`config.mk`:
```
export PLATFORM = sky130hd
export DESIGN_NAME = fifo_block_packer_flat
export DESIGN_NICKNAME = d
export VERILOG_FILES = /design/src/rtl/fifo_block_packer_if.sv /design/src/rtl/fifo_block_packer.sv /design/src/flat_wrapper.sv
export SDC_FILE = /design/constraint.sdc
export NUM_CORES = 1
export LEC_CHECK = 0
export CAP_MARGIN = 10
export CORE_MARGIN = 4
export CORE_UTILIZATION = 40
export DETAILED_ROUTE_END_ITERATION = 6
export GPL_TIMING_DRIVEN = 0
export PLACE_DENSITY = 0.75
export SLEW_MARGIN = 5
export SYNTH_ARGS = -nofsm -noshare
export SYNTH_HDL_FRONTEND = slang
export SYNTH_SLANG_ARGS = --single-unit
```
`constraint.sdc`:
```
create_clock -name i_clk -period 2.6 [get_ports i_clk]
set_clock_uncertainty 0.05 [all_clocks]
set_input_delay 0.65 -clock i_clk [delete_from_list [all_inputs] [get_ports i_clk]]
set_output_delay 0.65 -clock i_clk [all_outputs]
set_load 0.05 [all_outputs]
```
`src/rtl/fifo_block_packer_if.sv`:
```
// -----------------------------------------------------------------------------
// fifo_block_packer_if
//
// Bundles the byte-FIFO read side and the cipher-core block side of the
// packer into one interface.
//
//   master : the packer (drives the pop request and the block handshake)
//   slave  : the environment (FIFO + cipher core)
//
// Signals (named from the packer's point of view):
//   i_fifo_data   FIFO read data, valid the cycle after o_fifo_rd_en
//   i_fifo_empty  FIFO empty flag
//   o_fifo_rd_en  FIFO pop request
//   o_block       assembled block, word 0 in the most significant slot
//   o_valid       o_block holds a complete block
//   i_ready       cipher core accepts the block
//   i_flush       (PACKER_PAD_EN only) emit the partial block zero-padded
//   o_len         (PACKER_PAD_EN only) number of real words in o_block
//
// Optional feature macro: PACKER_PAD_EN
// -----------------------------------------------------------------------------
interface fifo_block_packer_if #(
    parameter int WIDTH       = 8,
    parameter int BLOCK_BYTES = 16
);
    localparam int CNT_W = $clog2(BLOCK_BYTES + 1);

    logic [WIDTH-1:0]             i_fifo_data;
    logic                         i_fifo_empty;
    logic                         o_fifo_rd_en;
    logic [WIDTH*BLOCK_BYTES-1:0] o_block;
    logic                         o_valid;
    logic                         i_ready;

`ifdef PACKER_PAD_EN
    logic                         i_flush;
    logic [CNT_W-1:0]             o_len;

    modport master (
        input  i_fifo_data, i_fifo_empty, i_ready, i_flush,
        output o_fifo_rd_en, o_block, o_valid, o_len
    );

    modport slave (
        output i_fifo_data, i_fifo_empty, i_ready, i_flush,
        input  o_fifo_rd_en, o_block, o_valid, o_len
    );
`else
    modport master (
        input  i_fifo_data, i_fifo_empty, i_ready,
        output o_fifo_rd_en, o_block, o_valid
    );

    modport slave (
        output i_fifo_data, i_fifo_empty, i_ready,
        input  o_fifo_rd_en, o_block, o_valid
    );
`endif

endinterface : fifo_block_packer_if

```
`src/rtl/fifo_block_packer.sv`:
```
// -----------------------------------------------------------------------------
// fifo_block_packer
//
// Pops WIDTH-bit words from the upstream byte FIFO (one pop per clock while a
// block is filling, 1-cycle read latency) and assembles BLOCK_BYTES of them
// into one block for the cipher core. The completed block is presented on a
// valid/ready handshake and held stable until accepted.
//
// Ports:
//   i_clk   system clock, all state updates on the rising edge
//   i_rst   synchronous, active-high reset
//   bus     fifo_block_packer_if.master (FIFO read side + block handshake)
//
// Optional feature macro: PACKER_PAD_EN
//   When defined, i_flush emits a partial block with the unused slots zeroed
//   and o_len reports the number of real words. When undefined, only full
//   blocks are emitted and o_len / i_flush do not exist.
// -----------------------------------------------------------------------------
module fifo_block_packer #(
    parameter int WIDTH       = 8,
    parameter int BLOCK_BYTES = 16
) (
    input  logic                 i_clk,
    input  logic                 i_rst,
    fifo_block_packer_if.master  bus
);

    localparam int CNT_W = $clog2(BLOCK_BYTES + 1);
    localparam int BLK_W = WIDTH * BLOCK_BYTES;

    typedef enum logic {
        S_FILL = 1'b0,
        S_OUT  = 1'b1
    } state_t;

    state_t             state_q,      state_d;
    logic [CNT_W-1:0]   issued_cnt_q, issued_cnt_d;   // pops issued this block
    logic [CNT_W-1:0]   byte_cnt_q,   byte_cnt_d;     // words captured this block
    logic               rd_pending_q;                 // a popped word arrives this cycle
    logic [BLK_W-1:0]   block_q,      block_d;
    logic               valid_q,      valid_d;
`ifdef PACKER_PAD_EN
    logic [CNT_W-1:0]   len_q,        len_d;
`endif

    logic               rd_en;
    logic               flush_take;   // flush is emitted at this edge
    logic               flush_hold;   // flush is waiting; no new pops allowed

    // -------------------------------------------------------------------------
    // Next-state and output logic
    // -------------------------------------------------------------------------
    always_comb begin
        // NOTE: every variable gets a default before any branch so that no
        // path leaves it unassigned, which would otherwise infer a latch.
        state_d      = state_q;
        issued_cnt_d = issued_cnt_q;
        byte_cnt_d   = byte_cnt_q;
        block_d      = block_q;
        valid_d      = valid_q;
`ifdef PACKER_PAD_EN
        len_d        = len_q;
`endif
        rd_en        = 1'b0;
        flush_take   = 1'b0;
        flush_hold   = 1'b0;

`ifdef PACKER_PAD_EN
        // A flush stops new pops as soon as there is something to emit, so a
        // word already in flight lands first and the flush follows next cycle
        // (provided i_flush is still high).
        flush_hold = bus.i_flush && (state_q == S_FILL) &&
                     (rd_pending_q || (byte_cnt_q != '0));
        flush_take = bus.i_flush && (state_q == S_FILL) &&
                     !rd_pending_q && (byte_cnt_q != '0);
`endif

        unique case (state_q)
            S_FILL: begin
                // Pop whenever data is available and the block still has
                // unrequested slots; never pops past the block boundary.
                rd_en = !bus.i_fifo_empty &&
                        (issued_cnt_q < CNT_W'(BLOCK_BYTES)) &&
                        !i_rst && !flush_hold;

                if (rd_en) begin
                    issued_cnt_d = issued_cnt_q + CNT_W'(1);
                end

                if (rd_pending_q) begin
                    // Word k goes to slot k counted from the MSB end.
                    for (int k = 0; k < BLOCK_BYTES; k++) begin
                        if (byte_cnt_q == CNT_W'(k)) begin
                            block_d[(BLOCK_BYTES-1-k)*WIDTH +: WIDTH] = bus.i_fifo_data;
                        end
                    end
                    byte_cnt_d = byte_cnt_q + CNT_W'(1);

                    if (byte_cnt_q == CNT_W'(BLOCK_BYTES - 1)) begin
                        state_d = S_OUT;
                        valid_d = 1'b1;
`ifdef PACKER_PAD_EN
                        len_d   = CNT_W'(BLOCK_BYTES);
`endif
                    end
                end else if (flush_take) begin
`ifdef PACKER_PAD_EN
                    // Zero the slots that never received a word.
                    for (int k = 0; k < BLOCK_BYTES; k++) begin
                        if (CNT_W'(k) >= byte_cnt_q) begin
                            block_d[(BLOCK_BYTES-1-k)*WIDTH +: WIDTH] = '0;
                        end
                    end
                    len_d   = byte_cnt_q;
`endif
                    state_d = S_OUT;
                    valid_d = 1'b1;
                end
            end

            S_OUT: begin
                // Block and valid hold until the core takes the block.
                if (valid_q && bus.i_ready) begin
                    valid_d      = 1'b0;
                    issued_cnt_d = '0;
                    byte_cnt_d   = '0;
                    state_d      = S_FILL;
                end
            end

            default: begin
                state_d = S_FILL;
            end
        endcase
    end

    // -------------------------------------------------------------------------
    // State registers
    // -------------------------------------------------------------------------
    always_ff @(posedge i_clk) begin
        // NOTE: non-blocking assignments here so every register samples the
        // pre-edge values regardless of statement order.
        if (i_rst) begin
            // NOTE: the block register is reset too, because o_block must read
            // zero after reset rather than stale data from an earlier block.
            state_q      <= S_FILL;
            issued_cnt_q <= '0;
            byte_cnt_q   <= '0;
            rd_pending_q <= 1'b0;   // discards any word already in flight
            block_q      <= '0;
            valid_q      <= 1'b0;
`ifdef PACKER_PAD_EN
            len_q        <= '0;
`endif
        end else begin
            state_q      <= state_d;
            issued_cnt_q <= issued_cnt_d;
            byte_cnt_q   <= byte_cnt_d;
            rd_pending_q <= rd_en;
            block_q      <= block_d;
            valid_q      <= valid_d;
`ifdef PACKER_PAD_EN
            len_q        <= len_d;
`endif
        end
    end

    // -------------------------------------------------------------------------
    // Outputs
    // -------------------------------------------------------------------------
    assign bus.o_fifo_rd_en = rd_en;
    assign bus.o_block      = block_q;
    assign bus.o_valid      = valid_q;
`ifdef PACKER_PAD_EN
    assign bus.o_len        = len_q;
`endif

    // -------------------------------------------------------------------------
    // Invariants
    // -------------------------------------------------------------------------
    a_no_underflow : assert property (@(posedge i_clk) disable iff (i_rst)
        rd_en |-> !bus.i_fifo_empty);

    a_no_over_read : assert property (@(posedge i_clk)
        issued_cnt_q <= CNT_W'(BLOCK_BYTES));

    a_hold_block : assert property (@(posedge i_clk) disable iff (i_rst)
        (valid_q && !bus.i_ready) |=> (valid_q && $stable(block_q)));

endmodule : fifo_block_packer

```
`src/flat_wrapper.sv`:
```
// flat-port wrapper written by rule: the top's interface ports become plain ports
module fifo_block_packer_flat 
#(
    parameter int WIDTH       = 8,
    parameter int BLOCK_BYTES = 16
)
  (i_clk, i_rst, bus_i_fifo_data, bus_i_fifo_empty, bus_i_ready, bus_o_fifo_rd_en, bus_o_block, bus_o_valid);
  fifo_block_packer_if #(.WIDTH(WIDTH), .BLOCK_BYTES(BLOCK_BYTES)) bus_i ();
  input  logic i_clk;
  input  logic i_rst;
  input wire logic [$bits(bus_i.i_fifo_data)-1:0] bus_i_fifo_data;
  input wire logic [$bits(bus_i.i_fifo_empty)-1:0] bus_i_fifo_empty;
  input wire logic [$bits(bus_i.i_ready)-1:0] bus_i_ready;
  output wire logic [$bits(bus_i.o_fifo_rd_en)-1:0] bus_o_fifo_rd_en;
  output wire logic [$bits(bus_i.o_block)-1:0] bus_o_block;
  output wire logic [$bits(bus_i.o_valid)-1:0] bus_o_valid;
  assign bus_i.i_fifo_data = bus_i_fifo_data;
  assign bus_i.i_fifo_empty = bus_i_fifo_empty;
  assign bus_i.i_ready = bus_i_ready;
  assign bus_o_fifo_rd_en = bus_i.o_fifo_rd_en;
  assign bus_o_block = bus_i.o_block;
  assign bus_o_valid = bus_i.o_valid;
  fifo_block_packer #(.WIDTH(WIDTH), .BLOCK_BYTES(BLOCK_BYTES)) u_core (.i_clk(i_clk), .i_rst(i_rst), .bus(bus_i));
endmodule
```
[Word-level counts from Yosys, hierarchy flattened]
Cells that the tools add are included.
Storage, ports and cells
  ROM bits: 0
  output and inout port bits: 130
  memories kept: 0
  word-level logic and storage cells: 83
  register bits after elaboration: 141
  RAM bits: 0
  latch bits: 0
Cells by class
  order comparisons: 1
  bitwise operators: 1
  add/sub/neg operators: 2
  shift operators: 0
  divide/modulo/power cells: 0
  multiply operators: 0
  reductions and logical operators: 25
  muxes and demuxes: 14
  equal/unequal tests: 19
Operator list (count)
  3-bit AND reduction: 17
  5-bit by 4-bit equality test with 1-bit output (second input constant): 8
  5-bit by 3-bit equality test with 1-bit output (second input constant): 4
  5-bit case mux with 2 select lines: 2
  5-bit 2-to-1 mux: 3
  5-bit by 1-bit adder with 5-bit output (second input constant): 2
  5-bit by 2-bit equality test with 1-bit output (second input constant): 2
  1-bit 2-to-1 mux: 7
  2-bit by 1-bit inequality test with 1-bit output (second input constant): 3
  5-bit by 1-bit equality test with 1-bit output (second input constant): 1
  5-bit logical NOT: 1
  5-bit < comparator (second input constant): 1
  1-bit case mux with 2 select lines: 2
  2-bit AND reduction: 2
  1-bit logical AND: 3
  1-bit logical NOT: 2
  2-bit inequality test (second input constant): 1
  1-bit inverter: 1

[Depth between registers and ports, before layout]
  depth after elaboration: 5
  gate-level depth with buffers: 8
  depth with buffers taken out: 6

[Least setup slack after synthesis]
No wires, ideal clock.
  kind: input to output
  start point: input port bus_i_fifo_empty
  end point: output port bus_o_fifo_rd_en
  arrival: 1373 ps
  required time: 1900 ps
  cell stages on the path: 3
  slack: 527 ps
  cell sequence: or4_4 -> buf_6 -> inv_6
Between the ends
  longest elaborated chain between the ends: 4
RTL lines
  start, declared: line flat_wrapper.sv:12  | input wire logic [$bits(bus_i.i_fifo_empty)-1:0] bus_i_fifo_empty;
  1-bit logical NOT: line fifo_block_packer.sv:82  | rd_en = !bus.i_fifo_empty &&
  1-bit logical AND: line fifo_block_packer.sv:82
  1-bit logical AND: line fifo_block_packer.sv:83  | (issued_cnt_q < CNT_W'(BLOCK_BYTES)) &&
  1-bit 2-to-1 mux: line fifo_block_packer.sv:78  | unique case (state_q)
  end, declared: line flat_wrapper.sv:14  | output wire logic [$bits(bus_i.o_fifo_rd_en)-1:0] bus_o_fifo_rd_en;
No other way between the ends.

[Worst setup path in the final report]
Ends and elaborated chain as after synthesis.

==> run summary <==
CTS max path bufs: 2
minimum clock period: 2.541 ns
Total Routing Usage GR: 20.28%
Crit Path Class: input port to output port
I/O Pins: 142
Total Die Area: 15220 µm²
total routed wirelength: 15140 µm
Syn Nets: 545
Gate Count Post-Synth: 527
maxcap violations: 0
Synth Area per Inst: 10.10 µm²
Die X: 123.4 µm
Die Ht: 123.4 µm
CP required: 1.90 ns
number of synthesized flops with an enable pin: 0
H-tree depth: 4
first-pass GRT wire length: 23470 µm
post-layout net count: 705
antenna violations before repair: 1
DR vias/cell: 5.034
met3 usage: 7.868%
fin. max-slew vios: 0
top post-synthesis cells by area: dfxtp_1 (53%), mux2i_1 (23%), nand2_1 (10%)
final instance area: 7560 µm²
nature of the critical path startpoint: input port
Seq pwr share: 44.7%
dominant synthesized flop cell: dfxtp_1
sequential share of the synthesized area: 53.03%
clock power share: 50.6%
worst min path class: flip-flop to flip-flop
pin count of the biggest net entering global routing: 17
P_sw: 1076 µW
ys async rst share: 0%
Final Power: 4899 µW
global route hottest layer: met2
synth cell count leaders: nand2_1 (148), dfxtp_1 (141), mux2i_1 (120)
Worst R2R Setup Slack: 0.27 ns
CP Data Arrival Time: 1.84 ns
Antenna Violating Nets Remaining: 0
layout cells sized above 1: 7.714%
Rel. slew slack: 47.46%
Pwr per Cell Area: 648.0 nW/µm²
Netlist cell types: 36
Skew-Pair Late Insertion Delay: 0.42 ns
starting density of the core: 41.50%
vias: 4390
FMAX: 393.5 MHz
reg2reg start: u_core.byte_cnt_q[1]$_SDFFE_PP0P_
Iter 0 DRT Violations: 258
Crit. End Element: output port
Sw Share: 21.97%
Core ar.: 12820 µm²
Final Hold Viols: 0
Worst R2R Path Depth: 8
clock tree sinks: 141
setup TNS: 0 ns
Least-Margin Pin Slew: 0.7882 ns
worst hold stages: 2
ANT cells: 0
hold path start: u_core.bus.o_block[3]$_SDFFE_PP0P_
share of the synthesized area in the top cell type: 53.03%
Min Hold Slack: 0.4068 ns
P_leak: 0.003426 µW
CTS tree: yes
maximum fanout along the worst path: 4
num rows: 41
Peak supply drop: 0.0003826 V
fin crit share: 97.74%
Worst Hold Path EP: u_core.bus.o_block[3]$_SDFFE_PP0P_
HPWL Detailed: 10830 µm
Worst-path clk slew: 0.06 ns
wire per inst: 17.36 µm
Initial DRT Pass Iterations: 4
Synth Cell Area: 5323 µm²
Num CTS Buffers: 17
status: finished, final reports clean
Synth Register Bits: 141
vias in the first global route: 4458
Buffers on Ports: 141
Synth Warn #: 0
Placed Instance Area: 6949 µm²
Synth area leader: dfxtp_1
count leader, synth: nand2_1
clk root buf: clkbuf_16
Logic pwr share: 4.7%
gpl congestion: 0.8176
overflow left after global routing: 0
R2R Path End: u_core.bus.o_block[0]$_SDFFE_PP0P_
M2 GR Usage: 32.08%
DRC viols: 0
Synth-to-Final Area Change: 42.03%
internal power: 3823 µW
RSZ-0062 raised after global routing: false
Setup violations, final: 0
met1 usage: 24.77%
==> worst max-delay path: stages <==
cell and delay [ns]:
clkdlybuf4s50_1 0.40, or4_4 0.56, inv_6 0.09, buf_8 0.14
==> state kept, by name, summed over array words and instances, names as in the netlist <==
register / flops
u_core.bus.o_block: 128
u_core.bus.o_valid: 1
u_core.byte_cnt_q: 5
u_core.issued_cnt_q: 5
u_core.rd_pending_q: 1
u_core.state_q: 1
==> cell type report <==
cell class                 instances  area (µm²)
tap                              172       215.2
clock buffer                      21       470.5
multi-input combinational        345        2320
buffer                            34       141.4
clock inverter                    11       140.1
timing repair buffer             142        1423
sequential                       141        2823
inverter                           6       27.53
fill                            1094        5265
==> power groups by stage <==
| stage | Sequential (µW) | Clock, µW | Combinational [µW] |
|---|---|---|---|
| 3_5_place_dp | 2240 | 0 | 231 |
| 5_1_grt | 2190 | 2600 | 249 |
| 6_report | 2190 | 2480 | 231 |
| 2_1_floorplan | 2270 | 0 | 106 |
| 3_3_place_gp | 2240 | 0 | 227 |
| 4_1_cts | 2190 | 2500 | 233 |
==> cell families (layout without fill, tap and decap cells) <==
| kind of cell | count (synthesis) | count (layout) | synth area share, % |
|---|---|---|---|
| mux | 120 | 120 | 22.57 |
| compound gates | 24 | 24 | 2.704 |
| flops | 141 | 141 | 53.03 |
| fa+ha+maj | 6 | 6 | 1.410 |
| buf+inv | 41 | 214 | 3.385 |
| simple gates | 195 | 195 | 16.90 |
==> worst max-delay path by stage <==
stage | from | end | slack [ns]
finish | bus_i_fifo_empty | bus_o_fifo_rd_en | 0.06
CTS | bus_i_fifo_empty | bus_o_fifo_rd_en | 0.008
floorplan | bus_i_fifo_empty | bus_o_fifo_rd_en | 0.53
global placement | i_rst | bus_o_fifo_rd_en | -0.66
detailed placement | i_rst | bus_o_fifo_rd_en | -0.66
global route | bus_i_fifo_empty | bus_o_fifo_rd_en | 0.03
==> placed cells by master (no fill, tap or decap), types with 2 or more instances in the layout <==
cell type / instances
clkinv_2: 5
buf_2: 4
nand4_2: 5
clkbuf_8: 3
dfxtp_1: 141
nand4_1: 2
inv_1: 5
clkdlybuf4s50_1: 139
bufinv_16: 3
nand3_2: 4
clkbuf_1: 28
and3_1: 3
clkinv_4: 2
mux2i_1: 120
nand3_1: 20
ha_1: 6
nand2b_1: 2
nand2_1: 148
a21oi_1: 17
clkbuf_16: 17
==> stage by stage <==
stage / setup slack, ns / util [%] / std cells
3_5_place_dp: -0.6556 / 54.19 / 840
2_1_floorplan: 0.5269 / - / 527
5_1_grt: 0.02510 / 58.95 / 872
4_1_cts: 0.008034 / 58.95 / 872
3_3_place_gp: -0.6552 / 54.19 / 840
6_report: 0.05865 / 58.95 / 872
==> layer usage <==
metal,up-vias,share of wire [%],routed length [µm]
li1,2111,-,-
met1,2105,42,6390
met2,138,47,7191
met3,34,7.9,1200
met4,2,2.3,348
met5,-,0.053,8
==> timing repair <==
item / 4_1_cts / 5_1_grt
pin swaps: 0 / 1
buffers inserted: 0 / 1
hold buffers: 0 / 0
resized for setup: 8 / 1
setup endpoints to repair: 1 / 1
Power figures use the tool's default switching activity.
